===== config.mk =====
export PLATFORM = sky130hd
export DESIGN_NAME = hbridge_coil_array_flat
export DESIGN_NICKNAME = d
export VERILOG_FILES = /design/src/rtl/hbridge_coil_array_pkg.sv /design/src/rtl/hbridge_coil_array_if.sv /design/src/rtl/hbridge_coil_array_channel.sv /design/src/rtl/hbridge_coil_array.sv /design/src/flat_wrapper.sv
export SDC_FILE = /design/constraint.sdc
export NUM_CORES = 1
export LEC_CHECK = 0
export CAP_MARGIN = 20
export CORE_ASPECT_RATIO = 0.7
export CORE_MARGIN = 8
export CORE_UTILIZATION = 50
export DETAILED_ROUTE_END_ITERATION = 6
export MAX_ROUTING_LAYER = met4
export PLACE_DENSITY = 0.7
export SLEW_MARGIN = 0
export SYNTH_ARGS = -nofsm -noshare
export SYNTH_HDL_FRONTEND = slang
export SYNTH_SLANG_ARGS = --single-unit

===== constraint.sdc =====
create_clock -name clk -period 5.56 [get_ports clk]
set_input_delay 1.39 -clock clk [delete_from_list [all_inputs] [get_ports clk]]
set_output_delay 1.39 -clock clk [all_outputs]
set_load 0.01 [all_outputs]

===== src/rtl/hbridge_coil_array_pkg.sv =====
// Shared types and helpers for the H-bridge coil array model.
package hbridge_coil_pkg;

    typedef enum logic [2:0] {
        MODE_FWD,
        MODE_REV,
        MODE_SLOW,
        MODE_COAST,
        MODE_SHOOT
    } bridge_mode_t;

    // Largest current magnitude representable; the most negative code is never used
    function automatic int cur_max(input int width);
        return (1 << (width - 1)) - 1;
    endfunction

    // Gate pattern to bridge mode, shoot-through first, forward/reverse swapped by inv
    function automatic bridge_mode_t decode_mode(input logic h1, input logic l1,
                                                 input logic h2, input logic l2,
                                                 input logic inv);
        bridge_mode_t m;
        if ((h1 && l1) || (h2 && l2))
            m = MODE_SHOOT;
        else if (h1 && l2)
            m = inv ? MODE_REV : MODE_FWD;
        else if (h2 && l1)
            m = inv ? MODE_FWD : MODE_REV;
        else if ((l1 && l2) || (h1 && h2))
            m = MODE_SLOW;
        else
            m = MODE_COAST;
        return m;
    endfunction

endpackage


===== src/rtl/hbridge_coil_array_if.sv =====
// Bridge gates, sense and fault signals for all coils of the array.
interface hbridge_coil_array_if #(
    parameter int CHANNELS = 2,
    parameter int CUR_W    = 13,
    parameter int DUTY_W   = 12
);
    logic [CHANNELS-1:0]        high_1;
    logic [CHANNELS-1:0]        low_1;
    logic [CHANNELS-1:0]        high_2;
    logic [CHANNELS-1:0]        low_2;
    logic [CHANNELS-1:0]        polarity_invert;
    logic [CHANNELS-1:0]        analog_out;
    logic [CHANNELS-1:0]        analog_cmp;
    logic [CHANNELS*CUR_W-1:0]  current;
    logic [CHANNELS*DUTY_W-1:0] target;
    logic [CHANNELS-1:0]        shoot_through;

    modport master (
        output high_1, low_1, high_2, low_2, polarity_invert, analog_out,
        input  analog_cmp, current, target, shoot_through
    );

    modport slave (
        input  high_1, low_1, high_2, low_2, polarity_invert, analog_out,
        output analog_cmp, current, target, shoot_through
    );
endinterface


===== src/rtl/hbridge_coil_array_channel.sv =====
// One coil: gate decode, saturating current integrator, duty accumulator
// and delayed hysteretic comparator.
module hbridge_coil_channel
    import hbridge_coil_pkg::*;
#(
    parameter int CUR_W      = 13,
    parameter int DUTY_W     = 12,
    parameter int RISE_STEP  = 4,
    parameter int FAST_STEP  = 8,
    parameter int SLOW_SHIFT = 6,
    parameter int CMP_DELAY  = 2,
    parameter int HYST       = 0
) (
    input  logic                    clk,
    input  logic                    resetn,
    input  logic                    h1,
    input  logic                    l1,
    input  logic                    h2,
    input  logic                    l2,
    input  logic                    pol_inv,
    input  logic                    pwm,
    input  logic                    wrap,
    output logic                    cmp,
    output logic signed [CUR_W-1:0] cur,
    output logic [DUTY_W-1:0]       tgt,
    output logic                    fault
);

    // Two guard bits so a step past either rail is still representable before clamping
    localparam int EW = CUR_W + 2;
    localparam logic signed [EW-1:0] CMAX = EW'(cur_max(CUR_W));
    localparam logic signed [EW-1:0] RISE = EW'(RISE_STEP);
    localparam logic signed [EW-1:0] FAST = EW'(FAST_STEP);
    localparam logic [DUTY_W:0]      TMAX = {1'b0, {DUTY_W{1'b1}}};
    localparam int MW = (CUR_W - 1 > DUTY_W) ? CUR_W - 1 : DUTY_W;

    bridge_mode_t            mode;
    logic signed [EW-1:0]    cur_ext;
    logic signed [EW-1:0]    slow_step;
    logic signed [EW-1:0]    nxt_ext;
    logic signed [CUR_W-1:0] cur_next;
    logic [DUTY_W:0]         acc;
    logic [DUTY_W:0]         acc_inc;
    logic [CUR_W-2:0]        mag;
    logic [MW-1:0]           thr;
    logic                    raw;
    logic [CMP_DELAY:0]      pipe;

    // Decode the bridge and compute the clamped next coil current
    always_comb begin
        mode      = decode_mode(h1, l1, h2, l2, pol_inv);
        cur_ext   = EW'(cur);
        slow_step = cur_ext >>> SLOW_SHIFT;
        nxt_ext   = cur_ext;
        case (mode)
            MODE_FWD: nxt_ext = cur_ext + RISE;
            MODE_REV: nxt_ext = cur_ext - RISE;
            MODE_SLOW: begin
                if (cur_ext > 0 && slow_step == 0)
                    slow_step = EW'(1);
                nxt_ext = cur_ext - slow_step;
            end
            MODE_COAST: begin
                if (cur_ext > FAST)
                    nxt_ext = cur_ext - FAST;
                else if (cur_ext < -FAST)
                    nxt_ext = cur_ext + FAST;
                else
                    nxt_ext = '0;
            end
            default: nxt_ext = cur_ext;
        endcase
        if (nxt_ext > CMAX)
            nxt_ext = CMAX;
        else if (nxt_ext < -CMAX)
            nxt_ext = -CMAX;
        cur_next = CUR_W'(nxt_ext);
    end

    // Current register; a shoot-through latches the fault and freezes the coil for good
    always_ff @(posedge clk or negedge resetn) begin
        if (!resetn) begin
            cur   <= '0;
            fault <= 1'b0;
        end else if (!fault) begin
            if (mode == MODE_SHOOT)
                fault <= 1'b1;
            else
                cur <= cur_next;
        end
    end

    assign acc_inc = acc + (DUTY_W + 1)'(pwm);

    // Count high cycles of the reference and latch the saturated total on each wrap
    always_ff @(posedge clk or negedge resetn) begin
        if (!resetn) begin
            acc <= '0;
            tgt <= '0;
        end else if (wrap) begin
            acc <= '0;
            tgt <= (acc_inc > TMAX) ? DUTY_W'(TMAX) : DUTY_W'(acc_inc);
        end else begin
            acc <= acc_inc;
        end
    end

    // Magnitude against target, threshold lowered by the hysteresis while the output is high
    always_comb begin
        mag = (CUR_W - 1)'(cur[CUR_W-1] ? -cur : cur);
        thr = MW'(tgt);
        if (cmp)
            thr = (MW'(tgt) >= MW'(HYST)) ? MW'(tgt) - MW'(HYST) : '0;
        raw = MW'(mag) >= thr;
    end

    // Comparator register plus the extra delay stages, all preset high
    always_ff @(posedge clk or negedge resetn) begin
        if (!resetn) begin
            pipe <= '1;
        end else begin
            pipe[0] <= raw;
            for (int i = 1; i <= CMP_DELAY; i++)
                pipe[i] <= pipe[i-1];
        end
    end

    assign cmp = pipe[CMP_DELAY];

endmodule


===== src/rtl/hbridge_coil_array.sv =====
// Multi-channel H-bridge coil and sense model: shared duty window plus one
// channel instance per coil.
module hbridge_coil_array
    import hbridge_coil_pkg::*;
#(
    parameter int CHANNELS   = 2,
    parameter int CUR_W      = 13,
    parameter int DUTY_W     = 12,
    parameter int RISE_STEP  = 4,
    parameter int FAST_STEP  = 8,
    parameter int SLOW_SHIFT = 6,
    parameter int CMP_DELAY  = 2,
    parameter int HYST       = 0
) (
    input  logic                 clk,
    input  logic                 resetn,
    hbridge_coil_array_if.slave  bus
);

    logic [DUTY_W-1:0]       win_cnt;
    logic                    wrap;
    logic [CHANNELS-1:0]     cmp_ch;
    logic [CHANNELS-1:0]     fault_ch;
    logic signed [CUR_W-1:0] cur_ch [CHANNELS];
    logic [DUTY_W-1:0]       tgt_ch [CHANNELS];

    assign wrap = &win_cnt;

    // Free-running duty window shared by every channel
    always_ff @(posedge clk or negedge resetn) begin
        if (!resetn)
            win_cnt <= '0;
        else
            win_cnt <= win_cnt + DUTY_W'(1);
    end

    for (genvar i = 0; i < CHANNELS; i++) begin : g_ch
        hbridge_coil_channel #(
            .CUR_W      (CUR_W),
            .DUTY_W     (DUTY_W),
            .RISE_STEP  (RISE_STEP),
            .FAST_STEP  (FAST_STEP),
            .SLOW_SHIFT (SLOW_SHIFT),
            .CMP_DELAY  (CMP_DELAY),
            .HYST       (HYST)
        ) u_ch (
            .clk     (clk),
            .resetn  (resetn),
            .h1      (bus.high_1[i]),
            .l1      (bus.low_1[i]),
            .h2      (bus.high_2[i]),
            .l2      (bus.low_2[i]),
            .pol_inv (bus.polarity_invert[i]),
            .pwm     (bus.analog_out[i]),
            .wrap    (wrap),
            .cmp     (cmp_ch[i]),
            .cur     (cur_ch[i]),
            .tgt     (tgt_ch[i]),
            .fault   (fault_ch[i])
        );
    end

    // Pack per-channel results onto the flat bus vectors
    always_comb begin
        bus.current = '0;
        bus.target  = '0;
        for (int i = 0; i < CHANNELS; i++) begin
            bus.current[i*CUR_W +: CUR_W]   = cur_ch[i];
            bus.target[i*DUTY_W +: DUTY_W]  = tgt_ch[i];
        end
    end

    assign bus.analog_cmp    = cmp_ch;
    assign bus.shoot_through = fault_ch;

endmodule


===== src/flat_wrapper.sv =====
// flat-port wrapper written by rule: the top's interface ports become plain ports
module hbridge_coil_array_flat import hbridge_coil_pkg::*;
#(
    parameter int CHANNELS   = 2,
    parameter int CUR_W      = 13,
    parameter int DUTY_W     = 12,
    parameter int RISE_STEP  = 4,
    parameter int FAST_STEP  = 8,
    parameter int SLOW_SHIFT = 6,
    parameter int CMP_DELAY  = 2,
    parameter int HYST       = 0
)
  (clk, resetn, bus_high_1, bus_low_1, bus_high_2, bus_low_2, bus_polarity_invert, bus_analog_out, bus_analog_cmp, bus_current, bus_target, bus_shoot_through);
  hbridge_coil_array_if #(.CHANNELS(CHANNELS), .CUR_W(CUR_W), .DUTY_W(DUTY_W)) bus_i ();
  input  logic clk;
  input  logic resetn;
  input wire logic [$bits(bus_i.high_1)-1:0] bus_high_1;
  input wire logic [$bits(bus_i.low_1)-1:0] bus_low_1;
  input wire logic [$bits(bus_i.high_2)-1:0] bus_high_2;
  input wire logic [$bits(bus_i.low_2)-1:0] bus_low_2;
  input wire logic [$bits(bus_i.polarity_invert)-1:0] bus_polarity_invert;
  input wire logic [$bits(bus_i.analog_out)-1:0] bus_analog_out;
  output wire logic [$bits(bus_i.analog_cmp)-1:0] bus_analog_cmp;
  output wire logic [$bits(bus_i.current)-1:0] bus_current;
  output wire logic [$bits(bus_i.target)-1:0] bus_target;
  output wire logic [$bits(bus_i.shoot_through)-1:0] bus_shoot_through;
  assign bus_i.high_1 = bus_high_1;
  assign bus_i.low_1 = bus_low_1;
  assign bus_i.high_2 = bus_high_2;
  assign bus_i.low_2 = bus_low_2;
  assign bus_i.polarity_invert = bus_polarity_invert;
  assign bus_i.analog_out = bus_analog_out;
  assign bus_analog_cmp = bus_i.analog_cmp;
  assign bus_current = bus_i.current;
  assign bus_target = bus_i.target;
  assign bus_shoot_through = bus_i.shoot_through;
  hbridge_coil_array #(.CHANNELS(CHANNELS), .CUR_W(CUR_W), .DUTY_W(DUTY_W), .RISE_STEP(RISE_STEP), .FAST_STEP(FAST_STEP), .SLOW_SHIFT(SLOW_SHIFT), .CMP_DELAY(CMP_DELAY), .HYST(HYST)) u_core (.clk(clk), .resetn(resetn), .bus(bus_i));
endmodule

======== Word level (Yosys, flattened, before mapping) ========
Index checks and enable logic that the tools add are counted.
operators by class
  reductions and logical operators ........ 25
  add/sub/neg operators ................... 15
  muxes and demuxes ....................... 40
  equality and inequality tests ........... 8
  $lt $le $gt $ge ......................... 16
  bitwise operators ....................... 4
operators with widths
  operator                 number
  $mux W15                 8
  $pmux W15 S4             2
  $mux W12                 8
  $mux W13                 6
  $logic_not A32 Y1        2
  $gt A15 B13 Y1 const B   2
  $lt A15 B13 Y1 const B   2
  $sub A13 B15 Y15         2
  $add A13 B4 Y14 const B  2
  $add A13 B5 Y14 const B  2
  $sub A13 B4 Y14 const B  2
  $sub A13 B5 Y14 const B  2
  $add A13 B1 Y13          2
  $gt A13 B1 Y1 const B    2
  $gt A13 B12 Y1 const B   2
  $gt A13 B5 Y1 const B    2
  $lt A13 B4 Y1 const B    2
  $ge A12 B1 Y1 const B    2
  $ge A12 B12 Y1           2
  $neg A12 Y12             2
  $logic_and A1 B1 Y1      14
  $add A12 B1 Y12 const B  1
  $eq A3 B2 Y1 const B     4
  $mux W3                  4
  9 further kinds          29
word-level totals
  output and inout bits ................... 54
  register bits ........................... 96
  word-level logic and storage cells ...... 119
  input port bits ......................... 14

======== Depth between registers and ports, before layout ========
  word-level depth ........................ 13
  gate-level depth with buffers ........... 19
  mapped depth without buffers ............ 17

======== Modules after synthesis ========
A second synthesis with hierarchy kept.
unflattened totals
  cells, all modules ...................... 1,132
  area, all modules ....................... 9,316.4 µm²
by module, submodules not included
  module                                       instances  area an instance (µm²)  cells each  sequential area each (µm²)
  hbridge_coil_channel at u_core.g_ch[1].u_ch  1          4,516.8                 553         1,054.8
  hbridge_coil_channel at u_core.g_ch[0].u_ch  1          4,282.9                 537         1,054.8
  hbridge_coil_array                           1          516.7                   42          300.3

======== Least setup slack after synthesis ========
No wires, ideal clock.
  kind .................................... register -> register
  start ................................... register u_core.g_ch[1].u_ch.cur[2]
  end ..................................... register u_core.g_ch[1].u_ch.cur[0]
  arrival time ............................ 4,202 ps
  path buffers ............................ 1
  library setup time ...................... 80 ps
  path slack .............................. 1,278 ps
  cell stages (with the launch flop) ...... 19
  period minus slack after synthesis ...... 4,282 ps
  cell sequence ........................... dfrtp_1 > clkbuf_1 > inv_1 > ha_1 > nand2_1 > nor3_1 > o41ai_1 > ha_1 > inv_1 > fa_1 > xor2_1 > o31a_1 > a21oi_1 > o21ai_0 > a221o_1 > a2111oi_2 > nand4_1 > or4_1 > o211ai_2
between the ends
  word-level cells in the longest chain between the ends .. 9
RTL lines
  element                 RTL line                          source
  start, declared         hbridge_coil_array_channel.sv:24  output logic signed [CUR_W-1:0] cur,
  start signal, assigned  hbridge_coil_array_channel.sv:89  cur <= cur_next;
  $gt A13 B1 Y1           hbridge_coil_array_channel.sv:59  if (cur_ext > 0 && slow_step == 0)
  $logic_and A1 B1 Y1     hbridge_coil_array_channel.sv:59
  $mux W15                hbridge_coil_array_channel.sv:59
  $mux W15                hbridge_coil_array_channel.sv:55  case (mode)
  $sub A13 B15 Y15        hbridge_coil_array_channel.sv:61  nxt_ext = cur_ext - slow_step;
  $pmux W15 S4 *          hbridge_coil_array_channel.sv:55
  $lt A15 B13 Y1          hbridge_coil_array_channel.sv:75  else if (nxt_ext < -CMAX)
  $mux W13                hbridge_coil_array_channel.sv:75
  $mux W13 *              hbridge_coil_array_channel.sv:73  if (nxt_ext > CMAX)
Every way passes the cells marked *; elsewhere a longest branch is shown, timed or not. The select of a mux whose other input is x is not followed.
A chain may end at the register's enable or synchronous reset.

======== Worst setup path after layout ========
  start ................................... input bus_low_2[0]
  end ..................................... register u_core.g_ch[0].u_ch.cur[7]
between the ends
  word-level cells in the longest chain between the ends .. 11
RTL lines
  element                               RTL line                          source
  start, declared                       flat_wrapper.sv:20                input wire logic [$bits(bus_i.low_2)-1:0] bus_low_2;
  $logic_and A1 B1 Y1                   hbridge_coil_array_pkg.sv:28      else if ((l1 && l2) || (h1 && h2))
  $logic_or A1 B1 Y1                    hbridge_coil_array_pkg.sv:28
  $mux W1                               hbridge_coil_array_pkg.sv:28
  $mux W2                               hbridge_coil_array_pkg.sv:26      else if (h2 && l1)
  $mux W3                               hbridge_coil_array_pkg.sv:24      else if (h1 && l2)
  $mux W3 *                             hbridge_coil_array_pkg.sv:22      if ((h1 && l1) || (h2 && l2))
  $eq A3 B2 Y1 (tied with other cells)  hbridge_coil_array_channel.sv:55
  $pmux W15 S4                          hbridge_coil_array_channel.sv:55
  $lt A15 B13 Y1                        hbridge_coil_array_channel.sv:75
  $mux W13                              hbridge_coil_array_channel.sv:75
  $mux W13                              hbridge_coil_array_channel.sv:73
  end signal, assigned                  hbridge_coil_array_channel.sv:89
  end, declared                         hbridge_coil_array_channel.sv:24
Every way passes the cells marked *; elsewhere a longest branch is shown, timed or not.

==> results by group <==
Outcome
  • Status: finished clean

Pwr
  • Max VDD drop: 0.000281 V
  • Design Power: 0.00447 W
  • Leak: 4.56 nW
  • P per Cell Area: 427 nW/µm²

Synthesis
  • Post-synth top area share: 24.4%
  • Post-Synth Adder-Cell Area: 11.0%
  • Seq/Total Area, Yosys: 26.1%
  • Number of synthesized register bits: 96
  • Synth area leader: dfrtp_1
  • Post-Synth Simple-Gate Area: 22.3%
  • Post-synthesis mux area share: 1.93%
  • Post-synth top flop: dfrtp_1
  • Post-synth EDFFs: 0
  • Post-Syn Instances: 1139
  • Largest cells by area after synthesis: dfrtp_1, ha_1, xnor2_1
  • XOR/XNOR share of the synthesized area: 7.12%
  • Post-synth top cells: nor2_1, nand2_1, dfrtp_1, ha_1, a21oi_1
  • Avg Cell Area, Syn: 8.10 µm²
  • Most instantiated library cell after synthesis: nor2_1
  • Syn_nets: 1232
  • Yosys Warn Count: 0
  • Synth cell types: 85
  • Compound-gate portion of the synthesized area: 25.5%
  • Mapped Area: 9220 µm²
  • Main combinational cell family by area after synthesis: compound AO/OA/AOI/OAI gates
  • Share of flip-flops with an asynchronous set or reset: 100%

Critical path
  • CP Max Fanout: 12
  • Crit. End Element: register
  • Most used cell, CP: nor2_1
  • Largest stage delay, worst path: 960 ps
  • Worst Setup SP: bus_low_2[0]
  • CP cell instances: clkdlybuf4s50_1 > nor4bb_1 > mux2i_1 > nor2_1 > a221oi_1 > a21oi_1 > nor2_1 > o211a_1 > o21bai_2 > o221a_2
  • CP required: 5850 ps
  • RR Endpoint: u_core.g_ch[1].u_ch.cur[0]
  • WP depth: 10
  • Worst EP arrival: 5220 ps
  • Critical path class: in2reg
  • RR Startpoint: u_core.g_ch[1].u_ch.cur[2]
  • Startpoint types: input pin
  • Worst path buffer plus inverter count: 1
  • Slowest cell on the critical path: nor4bb_1
  • Kind of cell adding the most delay to the critical path: simple AND/OR/NAND/NOR gates
  • Worst R2R Setup Slack: 640 ps
  • Reg2reg path depth: 17

Timing
  • Rel. slew slack: 28.2%
  • Clk_skew: 10.2 ps
  • Setup TNS: 0 ps
  • Tcrit/Tclk final: 88.7%
  • Max-slew violation count: 0
  • Worst Tran Pin Value: 1060 ps
  • Setup violators final: 0
  • Period minus WS final: 4930 ps
  • Final Hold Vio Count: 0
  • RSZ-0062 raised after global routing: false
  • FMAX: 203 MHz

GRT
  • Routing usage on met2: 34.6%
  • Initial antenna violation count: 0
  • First-pass GRT wire length: 49.3 mm
  • Largest net degree at the start of global routing: 76
  • Most crowded layer after global routing: met1
  • Vias in the first global route: 8467
  • M3 GR Usage: 10.8%
  • Grt ovf: 0
  • Met1 usage: 41.7%
  • GRT Resource Usage Total: 28.0%

Worst hold path
  • Hold Crit Start: u_core.g_ch[1].u_ch.pipe[1]
  • Hold depth: 0
  • Worst min-delay path class: reg2reg
  • Hold endpoint: u_core.g_ch[1].u_ch.pipe[2]

Clock tree
  • CTS tree: built
  • Post-CTS sizing: 0
  • CTS HTree Levels: 3
  • Clock Tree Root: clkbuf_16
  • Num CTS Buffers: 9
  • CTS sink count: 96
  • Clock-pin slew on the worst setup and hold paths: 80 ps
  • Post-CTS Setup Bufs: 0
  • Hold-fix buffers, CTS: 0
  • Worst-Skew Late Latency: 360 ps
  • Deepest clock path buffer count: 2

Routing
  • First-iteration detailed-routing DRC count: 1231
  • Antenna-violating nets left: 0
  • Pre-Repair DR Iteration Count: 6
  • Routed WL per cell: 22.3 µm
  • Post-route DRC: 0
  • Drt total wl: 31.8 mm
  • Vias/cell: 6.51
  • Via count: 9276

Layout
  • Layout cells sized above 1: 8.33%
  • Multi-input logic area: 6260 µm²
  • Layout net count: 1276
  • Post-layout util: 57.9%
  • ANT cells: 0
  • Layout-stage area growth over the synthesis result: 13.4%
  • Register area: 2410 µm²
  • Fillers: 1641

Floorplan
  • Die Area: 23100 µm²
  • Core footprint: 18100 µm²
  • Initial Utilization: 51.1%
  • Die Y-Extent: 130 µm
  • Ports: 68
  • Chip width: 178 µm
  • Num rows: 41

Run
  • Max-cap violations: 0

Placed design
  • Gpl congestion: 1.03
  • Buffers on Ports: 67
  • Post-DP HPWL: 24.2 mm
power breakdown:
group / total [W] / switching [W] / internal [W]
Combinational: 0.00278 / 0.00172 / 0.00106
Clock: 0.000696 / 0.000331 / 0.000365
Sequential: 0.000987 / 0.000180 / 0.000807
state kept, by name, summed over array words and instances (netlist names):
signal,flops
u_core.g_ch.u_ch.acc,26
u_core.g_ch.u_ch.cur,26
u_core.g_ch.u_ch.fault,2
u_core.g_ch.u_ch.pipe,6
u_core.g_ch.u_ch.tgt,24
u_core.win_cnt,12
cells by family after synthesis:
family / Yosys count
simple gates: 405
compound gates: 333
buf+inv: 133
flops: 96
fa+ha+maj: 80
xor+xnor: 75
mux: 17
placed cells by master (no fill, tap or decap), types with 22 or more instances in the layout:
master and n:
nand3_1 43, inv_1 63, xor2_1 22, nor2_1 120, buf_4 35, clkdlybuf4s50_1 66
a31oi_1 37, xnor2_1 53, nand2_1 92, ha_1 77, a21oi_1 68, dfrtp_1 90
o21ai_0 49
worst max-delay path by stage:
| stage | to | slack, ps |
|---|---|---|
| floorplan | u_core.g_ch[1].u_ch.cur[0] | 1280 |
| global placement | u_core.g_ch[0].u_ch.cur[3] | 550 |
| detailed placement | u_core.g_ch[0].u_ch.cur[5] | 410 |
| CTS | u_core.g_ch[1].u_ch.cur[0] | 730 |
| global route | u_core.g_ch[1].u_ch.cur[0] | 320 |
| finish | u_core.g_ch[0].u_ch.cur[7] | 630 |
cell type report:
type / count / area share [%]
tap: 236 / 2.82
clock buffer: 9 / 2.15
inverter: 65 / 2.33
sequential: 96 / 23.1
multi-input combinational: 910 / 59.9
clock inverter: 7 / 0.934
timing repair buffer: 101 / 8.83
metrics by stage:
stage | area, µm² | hold WS [ps] | instances | setup slack (ps)
2_1_floorplan | 9220 | 345 | 1139 | 1280
3_3_place_gp | 10100 | 346 | 1407 | 552
3_5_place_dp | 10100 | 348 | 1408 | 413
4_1_cts | 10500 | 349 | 1424 | 725
5_1_grt | 10500 | 346 | 1424 | 319
6_report | 10500 | 351 | 1424 | 629
per-layer routing:
layer  wire length [µm]  vias to the layer above
met3               4290                       34
met2              11700                      510
met1              15400                     4420
li1                   -                     4312
met4                366                        0
met5                  0                        -
worst register-to-register path, cell delays in order, from the launching register on:
cell and delay, ps:
dfrtp_1 670, inv_1 290, ha_1 290, nand2_1 100
nor3_1 80, o41ai_1 360, ha_1 240, inv_1 70
fa_1 400, xor2_1 230, o31a_1 270, a21oi_1 100
o21ai_0 150, a221o_1 380, a2111oi_2 410, nand4_1 150
or4_1 500, o211ai_2 150
(Power assumes the default switching activity.)
